`config.mk`:
```
export PLATFORM = sky130hd
export DESIGN_NAME = ahb_apb_bridge
export DESIGN_NICKNAME = d
export VERILOG_FILES = /design/src/rtl/ahb_apb_pkg.sv /design/src/rtl/ahb_apb_bridge.sv
export SDC_FILE = /design/constraint.sdc
export NUM_CORES = 1
export LEC_CHECK = 0
export CAP_MARGIN = 20
export CORE_UTILIZATION = 41
export CTS_CLUSTER_SIZE = 24
export DETAILED_ROUTE_END_ITERATION = 12
export GPL_ROUTABILITY_DRIVEN = 1
export PLACE_DENSITY = 0.81
export SLEW_MARGIN = 5
export SYNTH_ARGS = -nofsm -noshare
export SYNTH_HDL_FRONTEND = slang
export SYNTH_SLANG_ARGS = --single-unit
```
`constraint.sdc`:
```
create_clock -name HCLK -period 2.29 [get_ports HCLK]
set_clock_uncertainty 0.1 [all_clocks]
set_input_delay 0.5725 -clock HCLK [delete_from_list [all_inputs] [get_ports HCLK]]
set_output_delay 0.5725 -clock HCLK [all_outputs]
set_load 0.01 [all_outputs]
```
`src/rtl/ahb_apb_pkg.sv`:
```
// Shared types for the AHB-Lite to APB bridge.
package ahb_apb_pkg;

    // AHB HTRANS encodings
    typedef enum logic [1:0] {
        HT_IDLE   = 2'b00,
        HT_BUSY   = 2'b01,
        HT_NONSEQ = 2'b10,
        HT_SEQ    = 2'b11
    } htrans_t;

    // Bridge sequencing: WWAIT is the AHB write data phase, SETUP/ENABLE the APB access
    typedef enum logic [1:0] {
        ST_IDLE   = 2'b00,
        ST_WWAIT  = 2'b01,
        ST_SETUP  = 2'b10,
        ST_ENABLE = 2'b11
    } bridge_state_t;

endpackage

```
`src/rtl/ahb_apb_bridge.sv`:
```
// AHB-Lite slave to APB master bridge, single clock, one-deep pending slot
// so an address phase overlapping a write data phase is not lost.
module ahb_apb_bridge #(
    parameter int ADDR_WIDTH = 32,
    parameter int DATA_WIDTH = 32
) (
    input  logic                  HCLK,
    input  logic                  HRESET,
    input  logic                  HSEL,
    input  logic [ADDR_WIDTH-1:0] HADDR,
    input  logic [1:0]            HTRANS,
    input  logic                  HWRITE,
    input  logic [DATA_WIDTH-1:0] HWDATA,
    output logic [DATA_WIDTH-1:0] HRDATA,
    output logic                  HRESP,
    output logic                  HREADY_OUT,
    input  logic [DATA_WIDTH-1:0] PRDATA,
    output logic                  PSEL,
    output logic                  PENABLE,
    output logic [ADDR_WIDTH-1:0] PADDR,
    output logic                  PWRITE,
    output logic [DATA_WIDTH-1:0] PWDATA
);
    import ahb_apb_pkg::*;

    bridge_state_t         state_q, state_d;
    logic [ADDR_WIDTH-1:0] cur_addr, pend_addr;
    logic                  cur_write, pend_write, pend_valid;
    logic [DATA_WIDTH-1:0] wdata;
    htrans_t               htrans;
    logic                  hready, accept;
    logic                  load_bus, load_pend, fill_pend, cap_wdata;

    assign htrans = htrans_t'(HTRANS);

    // Stall only in SETUP, and in ENABLE while a queued transfer still has to issue
    assign hready = (state_q != ST_SETUP) && !((state_q == ST_ENABLE) && pend_valid);
    assign accept = HSEL && (htrans == HT_NONSEQ || htrans == HT_SEQ) && hready;

    // Next-state and APB control decode
    always_comb begin
        state_d   = state_q;
        PSEL      = 1'b0;
        PENABLE   = 1'b0;
        load_bus  = 1'b0;
        load_pend = 1'b0;
        fill_pend = 1'b0;
        cap_wdata = 1'b0;
        case (state_q)
            ST_IDLE: begin
                if (accept) begin
                    load_bus = 1'b1;
                    state_d  = HWRITE ? ST_WWAIT : ST_SETUP;
                end
            end
            ST_WWAIT: begin
                cap_wdata = 1'b1;
                fill_pend = accept;
                state_d   = ST_SETUP;
            end
            ST_SETUP: begin
                PSEL    = 1'b1;
                state_d = ST_ENABLE;
            end
            ST_ENABLE: begin
                PSEL    = 1'b1;
                PENABLE = 1'b1;
                if (pend_valid) begin
                    load_pend = 1'b1;
                    state_d   = pend_write ? ST_WWAIT : ST_SETUP;
                end else if (accept) begin
                    load_bus = 1'b1;
                    state_d  = HWRITE ? ST_WWAIT : ST_SETUP;
                end else begin
                    state_d = ST_IDLE;
                end
            end
            default: state_d = ST_IDLE;
        endcase
    end

    // State register
    always_ff @(posedge HCLK) begin
        if (HRESET) state_q <= ST_IDLE;
        else        state_q <= state_d;
    end

    // Current APB access: loaded from the bus or from the pending slot, write data from WWAIT
    always_ff @(posedge HCLK) begin
        if (HRESET) begin
            cur_addr  <= '0;
            cur_write <= 1'b0;
            wdata     <= '0;
        end else begin
            if (load_bus) begin
                cur_addr  <= HADDR;
                cur_write <= HWRITE;
            end else if (load_pend) begin
                cur_addr  <= pend_addr;
                cur_write <= pend_write;
            end
            if (cap_wdata) wdata <= HWDATA;
        end
    end

    // Pending slot: fills only during WWAIT, drains in ENABLE; never both at once
    always_ff @(posedge HCLK) begin
        if (HRESET) begin
            pend_valid <= 1'b0;
            pend_addr  <= '0;
            pend_write <= 1'b0;
        end else if (fill_pend) begin
            pend_valid <= 1'b1;
            pend_addr  <= HADDR;
            pend_write <= HWRITE;
        end else if (load_pend) begin
            pend_valid <= 1'b0;
        end
    end

    assign HREADY_OUT = hready;
    assign HRESP      = 1'b0;
    assign HRDATA     = PRDATA;
    assign PADDR      = cur_addr;
    assign PWRITE     = cur_write;
    assign PWDATA     = wdata;

endmodule

```
==> results of run 1 <==
worst max-delay path: stages, from the launching register on:
cell	delay [ps]
sky130_fd_sc_hd__dfxtp_2	380
sky130_fd_sc_hd__inv_2	70
sky130_fd_sc_hd__ha_4	180
sky130_fd_sc_hd__or2_2	260
sky130_fd_sc_hd__dlygate4sd2_1	290
registers in the layout, summed over array words and instances, names as in the netlist:
name / flops
PADDR: 32
PWDATA: 32
pend_addr: 32
state_q: 2
PWRITE: 1
pend_valid: 1
pend_write: 1
cells in the mapped netlist (all sizes together):
| cell | count | area share |
|---|---|---|
| a211o | 2 | 0.0063 |
| a21boi | 1 | 0.0018 |
| a21oi | 37 | 0.045 |
| a221o | 32 | 0.078 |
| a311oi | 1 | 0.0021 |
| and2 | 33 | 0.050 |
| and3 | 1 | 0.0015 |
| and3b | 1 | 0.0024 |
| and4bb | 1 | 0.0039 |
| buf | 51 | 0.091 |
| clkbuf | 12 | 0.013 |
| conb | 1 | 0.00090 |
| dfxtp | 101 | 0.49 |
| ha | 5 | 0.015 |
| inv | 3 | 0.0027 |
| mux2i | 33 | 0.080 |
| nand2 | 69 | 0.062 |
| nand2b | 1 | 0.0015 |
| nand3 | 2 | 0.0024 |
| nand3b | 1 | 0.0018 |
| nor2 | 35 | 0.032 |
| nor2b | 2 | 0.0030 |
| nor3 | 1 | 0.0012 |
| o211ai | 1 | 0.0018 |
| o21ai | 2 | 0.0033 |
| o31a | 1 | 0.0021 |
| o31ai | 2 | 0.0069 |
| or2 | 1 | 0.0015 |
metrics by stage:
step | instance area [um^2] | setup slack (ps) | instances | utilization | hold WS [ps]
floorplan | 4149 | 313.9 | 433 | - | 331.7
global placement | 5406 | -13.92 | 652 | 0.5531 | 336.9
detailed placement | 5406 | -39.87 | 652 | 0.5531 | 342.8
CTS | 5602 | 11.19 | 668 | 0.5731 | 356.9
global route | 5630 | 12.45 | 669 | 0.5760 | 374.6
finish | 5630 | 89.70 | 669 | 0.5760 | 354.8
what timing repair did:
item,4_1_cts,5_1_grt
resized for setup,4,4
setup endpoints to repair,2,2
pin swaps,0,0
power by group:
part / switching (mW) / internal [mW]
combinational: 0.797 / 1.10
clock: 0.647 / 0.447
sequential: 0.181 / 2.08
logic make-up (layout without fill, tap and decap cells):
family,Yosys count,in the layout,share of synthesized area
multiplexers,33,33,0.07961
flip-flops,101,101,0.4873
buffers and inverters,66,169,0.1071
AND/OR/NAND/NOR,148,148,0.1632
AO/OA/AOI/OAI,79,79,0.1469
adder cells (fa/ha/maj),5,5,0.01508
other,1,1,0.0009038
metal layers:
| layer | global-route usage | wire (um) | up-vias | share of wire |
|---|---|---|---|---|
| met2 | 0.3236 | 4698 | 126 | 0.50 |
| met3 | 0.05220 | 734 | 26 | 0.078 |
| met1 | 0.2095 | 3799 | 1514 | 0.40 |
| met5 | 0 | 0 | - | 0 |
| li1 | - | - | 1632 | - |
| met4 | 0.08571 | 233 | 0 | 0.025 |
final timing paths:
check / startpoint / endpoint / slack, ps / cells after the start
max: state_q[0]$_SDFFE_PP0P_ / PSEL / 90 / 4
min: pend_addr[4]$_SDFFE_PP0P_ / pend_addr[4]$_SDFFE_PP0P_ / 350 / 2
max reg2reg: state_q[1]$_SDFFE_PP0P_ / PADDR[17]$_SDFFE_PP0P_ / 190 / 7
min reg2reg: pend_addr[4]$_SDFFE_PP0P_ / pend_addr[4]$_SDFFE_PP0P_ / 350 / 2
cell type report:
type                    count  area [um^2]  area share
inverters                   3        11.26    0.002000
clock inverters             6        56.30     0.01000
repair buffers            150         1529      0.2716
flip-flops and latches    101         2024      0.3596
clock buffers              10        137.6     0.02444
well taps                 133        166.4     0.02956
multi-input cells         266         1705      0.3029
==> results.txt, run 1 <==
- Initial antenna violation count: 0
- Final setup vio count: 0
- The cell area that synthesis handed to floorplanning was 0.004149 mm^2.
* Clock H-tree levels: 3
- Clock-pin slew was measured on the worst setup and hold paths at 100 ps.
- Mapped Nets: 540
* Portion of the post-synthesis area used by sequential elements: 0.4873
- Most used cells in the layout excluding fill and tap cells: sky130_fd_sc_hd__clkdlybuf4s50_1, sky130_fd_sc_hd__dfxtp_1, sky130_fd_sc_hd__nand2_1
* Post-detailed-route DRC marker count: 0
- CTS saw 101 sinks.
- Maximum number of pins on one net before global-route repair: 40
- Routability congestion estimate from global placement: approximately 0.74
- Total number of placement rows: 36
* Crit path max fanout: 6
- The first TritonRoute pass finished after 5 iterations.
- Leaving out fill and tap cells, the most frequent cell in the layout is sky130_fd_sc_hd__clkdlybuf4s50_1.
- Routed WL per cell: approximately 14 um
* Maximum buffer depth of the clock tree: 2
* Die area: roughly 0.011 mm^2
- Final count of pins violating max slew: 0
* Iteration-0 DRC Markers: a little under 80
- Core Area: ~0.0098 mm^2
* Clock buffers created by TritonCTS: 9
- Number of nets in the layout: 638
* Final Hold Viols: 0
* Detailed-route via count: ~3300
* Largest vdd supply drop: between 0.0004 and 0.0005 V
* Unrepaired setup endpoints after global routing: false
* Chip Height: 102.6 um
* Flip-flop and latch count after synthesis: between 100 and 150
- After clock tree synthesis, the setup repair step added 0 buffers.
- Measured along the x axis, the die boundary spans about 100 um.
- Clock network latency to the later pin of the worst-skew pair: roughly 350 ps
* Power Density: a little over 900 mW/mm^2
- Classification of the worst-slack hold path: flip-flop to flip-flop
- Timing would allow up to approximately 0.45 GHz.
- Antenna viol nets, final: 0
- Average vias per placed instance: ~4.9
* Arr. time, crit path: approximately 1500 ps
- Synthesis produced a netlist whose cell count is ~430.
- For the finished layout, the period the worst path requires is about 2200 ps.
- The worst setup path is launched from a flip-flop.
- The run finished with clean final reports.
- Averaged over all synthesized cells, the footprint is roughly 9.6 um^2.
- Final Power: 5.251 mW
- Compared with the post-synthesis result, the final layout area differs by 35.71%.
- The via count of the first global-routing pass came to 3234.
- Max capacitance violation total: 0
- In this run the count of I/O pins placed on the die edge is just over 200.
* DPL Wire Length: approximately 6700 um
- Start-to-end type of the worst setup path: flip-flop to output pin
* Clock tree root driver cell: sky130_fd_sc_hd__clkbuf_8
- The netlist uses 35 different library cells.
- Total of hold buffers inserted after clock tree synthesis: 0
- Global-route wire length before repair: approximately 15000 um
- I/O Buffers: about 140
- 0 antenna diodes ended up in the layout.
* Total routed wirelength: 9466 um
* Required time of the worst setup path: around 1600 ps
- Of the cells placed in the final design, the portion with a size suffix greater than 1 is 0.08769.
- Summed over all failing endpoints, the final setup total negative slack is 0 ps.
- Grt total ovfl: 0
- In the global route stage, overall resource usage came out at 0.1855.
* Starting utilization of the core area: 0.4245
- TritonCTS built the clock tree.
* YS warnings: 0
- Leakage component of the power: 2.031 nW
- Counting the fill cells in the layout gives 861.
* Share of the clock period used by the worst path: 0.9608
- STA classifies the critical path endpoint as an output pin.
No activity file was read; power rests on OpenSTA's default activity.
==> run 2: changes to the inputs <==
TNS_END_PERCENT = 50   (was unset)
clock period = 2.3 ns   (was 2.29 ns; I/O delays follow)
==> results.txt, run 2 (synthesis results as in run 1) <==
- I/O Buffers: 136 (unchanged)
- The remaining design rule violation count came to 0 (unchanged).
- Outcome: finished clean (unchanged)
- Cells along the critical path: inv_1 > ha_2 > or2_2 > dlygate4sd2_1 (was inv_2 > ha_4 > or2_2 > dlygate4sd2_1)
- Fin Setup TNS: 0 ps (unchanged)
* Worst path setup slack after routing: 50.95 ps (was 89.70 ps)
* Average vias per placed instance: 5.006 (was 4.930)
* Peak per-stage delay on the critical path: 380 ps (about the same)
* Proportion of layout cells with a drive suffix above 1: 0.07865 (was 0.08769)
* Die area: 0.01053 mm^2 (unchanged)
- The clock root buffer is sky130_fd_sc_hd__clkbuf_8 (unchanged).
- Total number of placement rows: 36 (unchanged)
- The clock tree from TritonCTS is done (unchanged).
- The detail-routed net length per standard cell was 14.19 um (was 14.15 um).
- The layout-stage area growth over the synthesis result came to 34.98% (was 35.71%).
- Share of the clock period used by the worst path: 0.9778
* Detailed-route via count: 3339 (was 3298)
- Area of placed instances: 0.005399 mm^2 (was 0.005406 mm^2)
* Antenna viol nets, final: 0 (unchanged)
- The final cell count without fillers is 667 (was 669).
- Maximum buffer depth of the clock tree: 2 (unchanged)
- Final Hold Viols: 0 (unchanged)
- Derived from the worst setup path, the maximum achievable clock frequency is around 0.44 GHz.
* Maximum number of pins on one net before global-route repair: 40 (unchanged)
* Final-layout worst hold slack: 353.4 ps (was 354.8 ps)
- The via count of the first global-routing pass was 3334 (was 3234).
- The leakage power of the design came to 2.016 nW (was 2.031 nW).
* Clock buffers created by TritonCTS: 9 (unchanged)
- The data arrival at the endpoint of the critical path is 1570 ps (was 1530 ps).
- Diodes inserted: 0 (unchanged)
- Core Area: 0.009774 mm^2 (unchanged)
* Clock Sinks: 101 (unchanged)
- Total routed wirelength: 9467 um (was 9466 um)
- The required time at the endpoint of the critical path was 1620 ps (about the same).
* Most common library cell in the layout ignoring fill and taps: sky130_fd_sc_hd__clkdlybuf4s50_1 (unchanged)
* Worst-margin pin slew: between 500 and 600 ps
- Critical Path Sink Type: output pin (unchanged)
* Cell Count Post-Placement: 651 (was 652)
- Iteration-0 DRC Markers: 65 (was 78)
- The initial cell density of the core is 0.4245 (unchanged).
- DPL Wire Length: 6775 um (was 6692 um)
- Slew Limit Headroom: 0.6143
* Core occupancy in the finished layout: 0.5730 (was 0.5760)
* Most used cells in the layout excluding fill and tap cells: sky130_fd_sc_hd__clkdlybuf4s50_1, sky130_fd_sc_hd__dfxtp_1, sky130_fd_sc_hd__nand2_1 (unchanged)
- Detailed-router iteration count before antenna repair: 4 (was 5)
- The number of nets at the end of the flow is 636 (was 638).
* Initial antenna violation count: 0 (unchanged)
* Final setup vio count: 0 (unchanged)
- Grt total ovfl: 0 (unchanged)
- All-layer global routing usage: 0.1848 (was 0.1855)
* Unrepaired setup endpoints after global routing: true (was false)
- The worst min-delay path category was flip-flop to flip-flop (unchanged).
* Clock H-tree levels: 3 (unchanged)
- The number of max-slew violations in the final report came to 0 (unchanged).
- The top fanout value on the critical path was 6 (unchanged).
- Routability congestion estimate from global placement: 0.7438 (was 0.7418)
- Clock-pin transition on the worst setup and hold timing paths: 90 ps (was 100 ps)
* Clock network latency to the later pin of the worst-skew pair: 350 ps (about the same)
- Pre-CTS WS: -52.70 ps (was -39.87 ps)
- I/O pin cnt: 203 (unchanged)
- Global-route wire length before repair: 15220 um (was 15160 um)
- The category of the most critical setup path is flip-flop to output pin (unchanged).
- The final total power is 5.195 mW (was 5.251 mW).
- Post-CTS setup-driven buffer insertion count: 0 (unchanged)
- The max capacitance violation total came to 0 (unchanged).
* DIE WIDTH: 102.6 um (unchanged)
- The die outline height was 102.6 um (unchanged).
- The slowest stage cell on the critical path was sky130_fd_sc_hd__dfxtp_4 (was sky130_fd_sc_hd__dfxtp_2).
- Crit start category: flip-flop (unchanged)
* R2R setup slack: 180 ps (was 190 ps)
- Time the final worst path needs with I/O delays and setup: between 2000 and 2500 ps
- Power Density: 927.6 mW/mm^2 (was 932.6 mW/mm^2)
- The area of all placed cells without fillers is 0.005600 mm^2 (was 0.005630 mm^2).
* Largest vdd supply drop: 0.0004998 V (was 0.0004271 V)
run 2: worst max-delay path: cells and delay by family (launching register included):
kind / cells / cell delay, ps
flops: 1 / 380
buf+inv: 2 / 360
simple gates: 1 / 270
fa+ha+maj: 1 / 220
run 2: area by class of cell:
class / count / area, um^2
Clock buffer: 10 / 137.6
Clock inverter: 6 / 55.05
Fill cell: 861 / 4174
Inverter: 3 / 11.26
Multi-Input combinational cell: 266 / 1698
Sequential cell: 101 / 2026
Tap cell: 133 / 166.4
Timing Repair Buffer: 148 / 1506
run 2: path summary, 6_finish.rpt:
check	start	endpoint	depth (start not counted)
worst max-delay path	state_q[0]$_SDFFE_PP0P_	PSEL	4
worst min-delay path	pend_addr[6]$_SDFFE_PP0P_	pend_addr[6]$_SDFFE_PP0P_	2
worst max register to register	state_q[1]$_SDFFE_PP0P_	PADDR[6]$_SDFFE_PP0P_	7
worst min register to register	pend_addr[6]$_SDFFE_PP0P_	pend_addr[6]$_SDFFE_PP0P_	2
run 2: power breakdown:
| part | switching (mW) | internal, mW | leakage (nW) |
|---|---|---|---|
| sequential | 0.181 | 2.07 | 0.821 |
| combinational | 0.786 | 1.08 | 1.10 |
| clock | 0.633 | 0.442 | 0.0925 |
run 2: routing by layer:
metal | up-vias | global-route usage | wire, um
met2 | 127 | 0.3426 | 4821
met1 | 1559 | 0.1902 | 3610
met3 | 26 | 0.05695 | 783
li1 | 1627 | - | -
met5 | - | 0 | 0
met4 | 0 | 0.08242 | 252
run 2: repair_timing:
action | in CTS | in global routing
endpoints found under the setup margin | 16 | 2
gates resized for setup | 5 | 1
hold buffers | 0 | 0
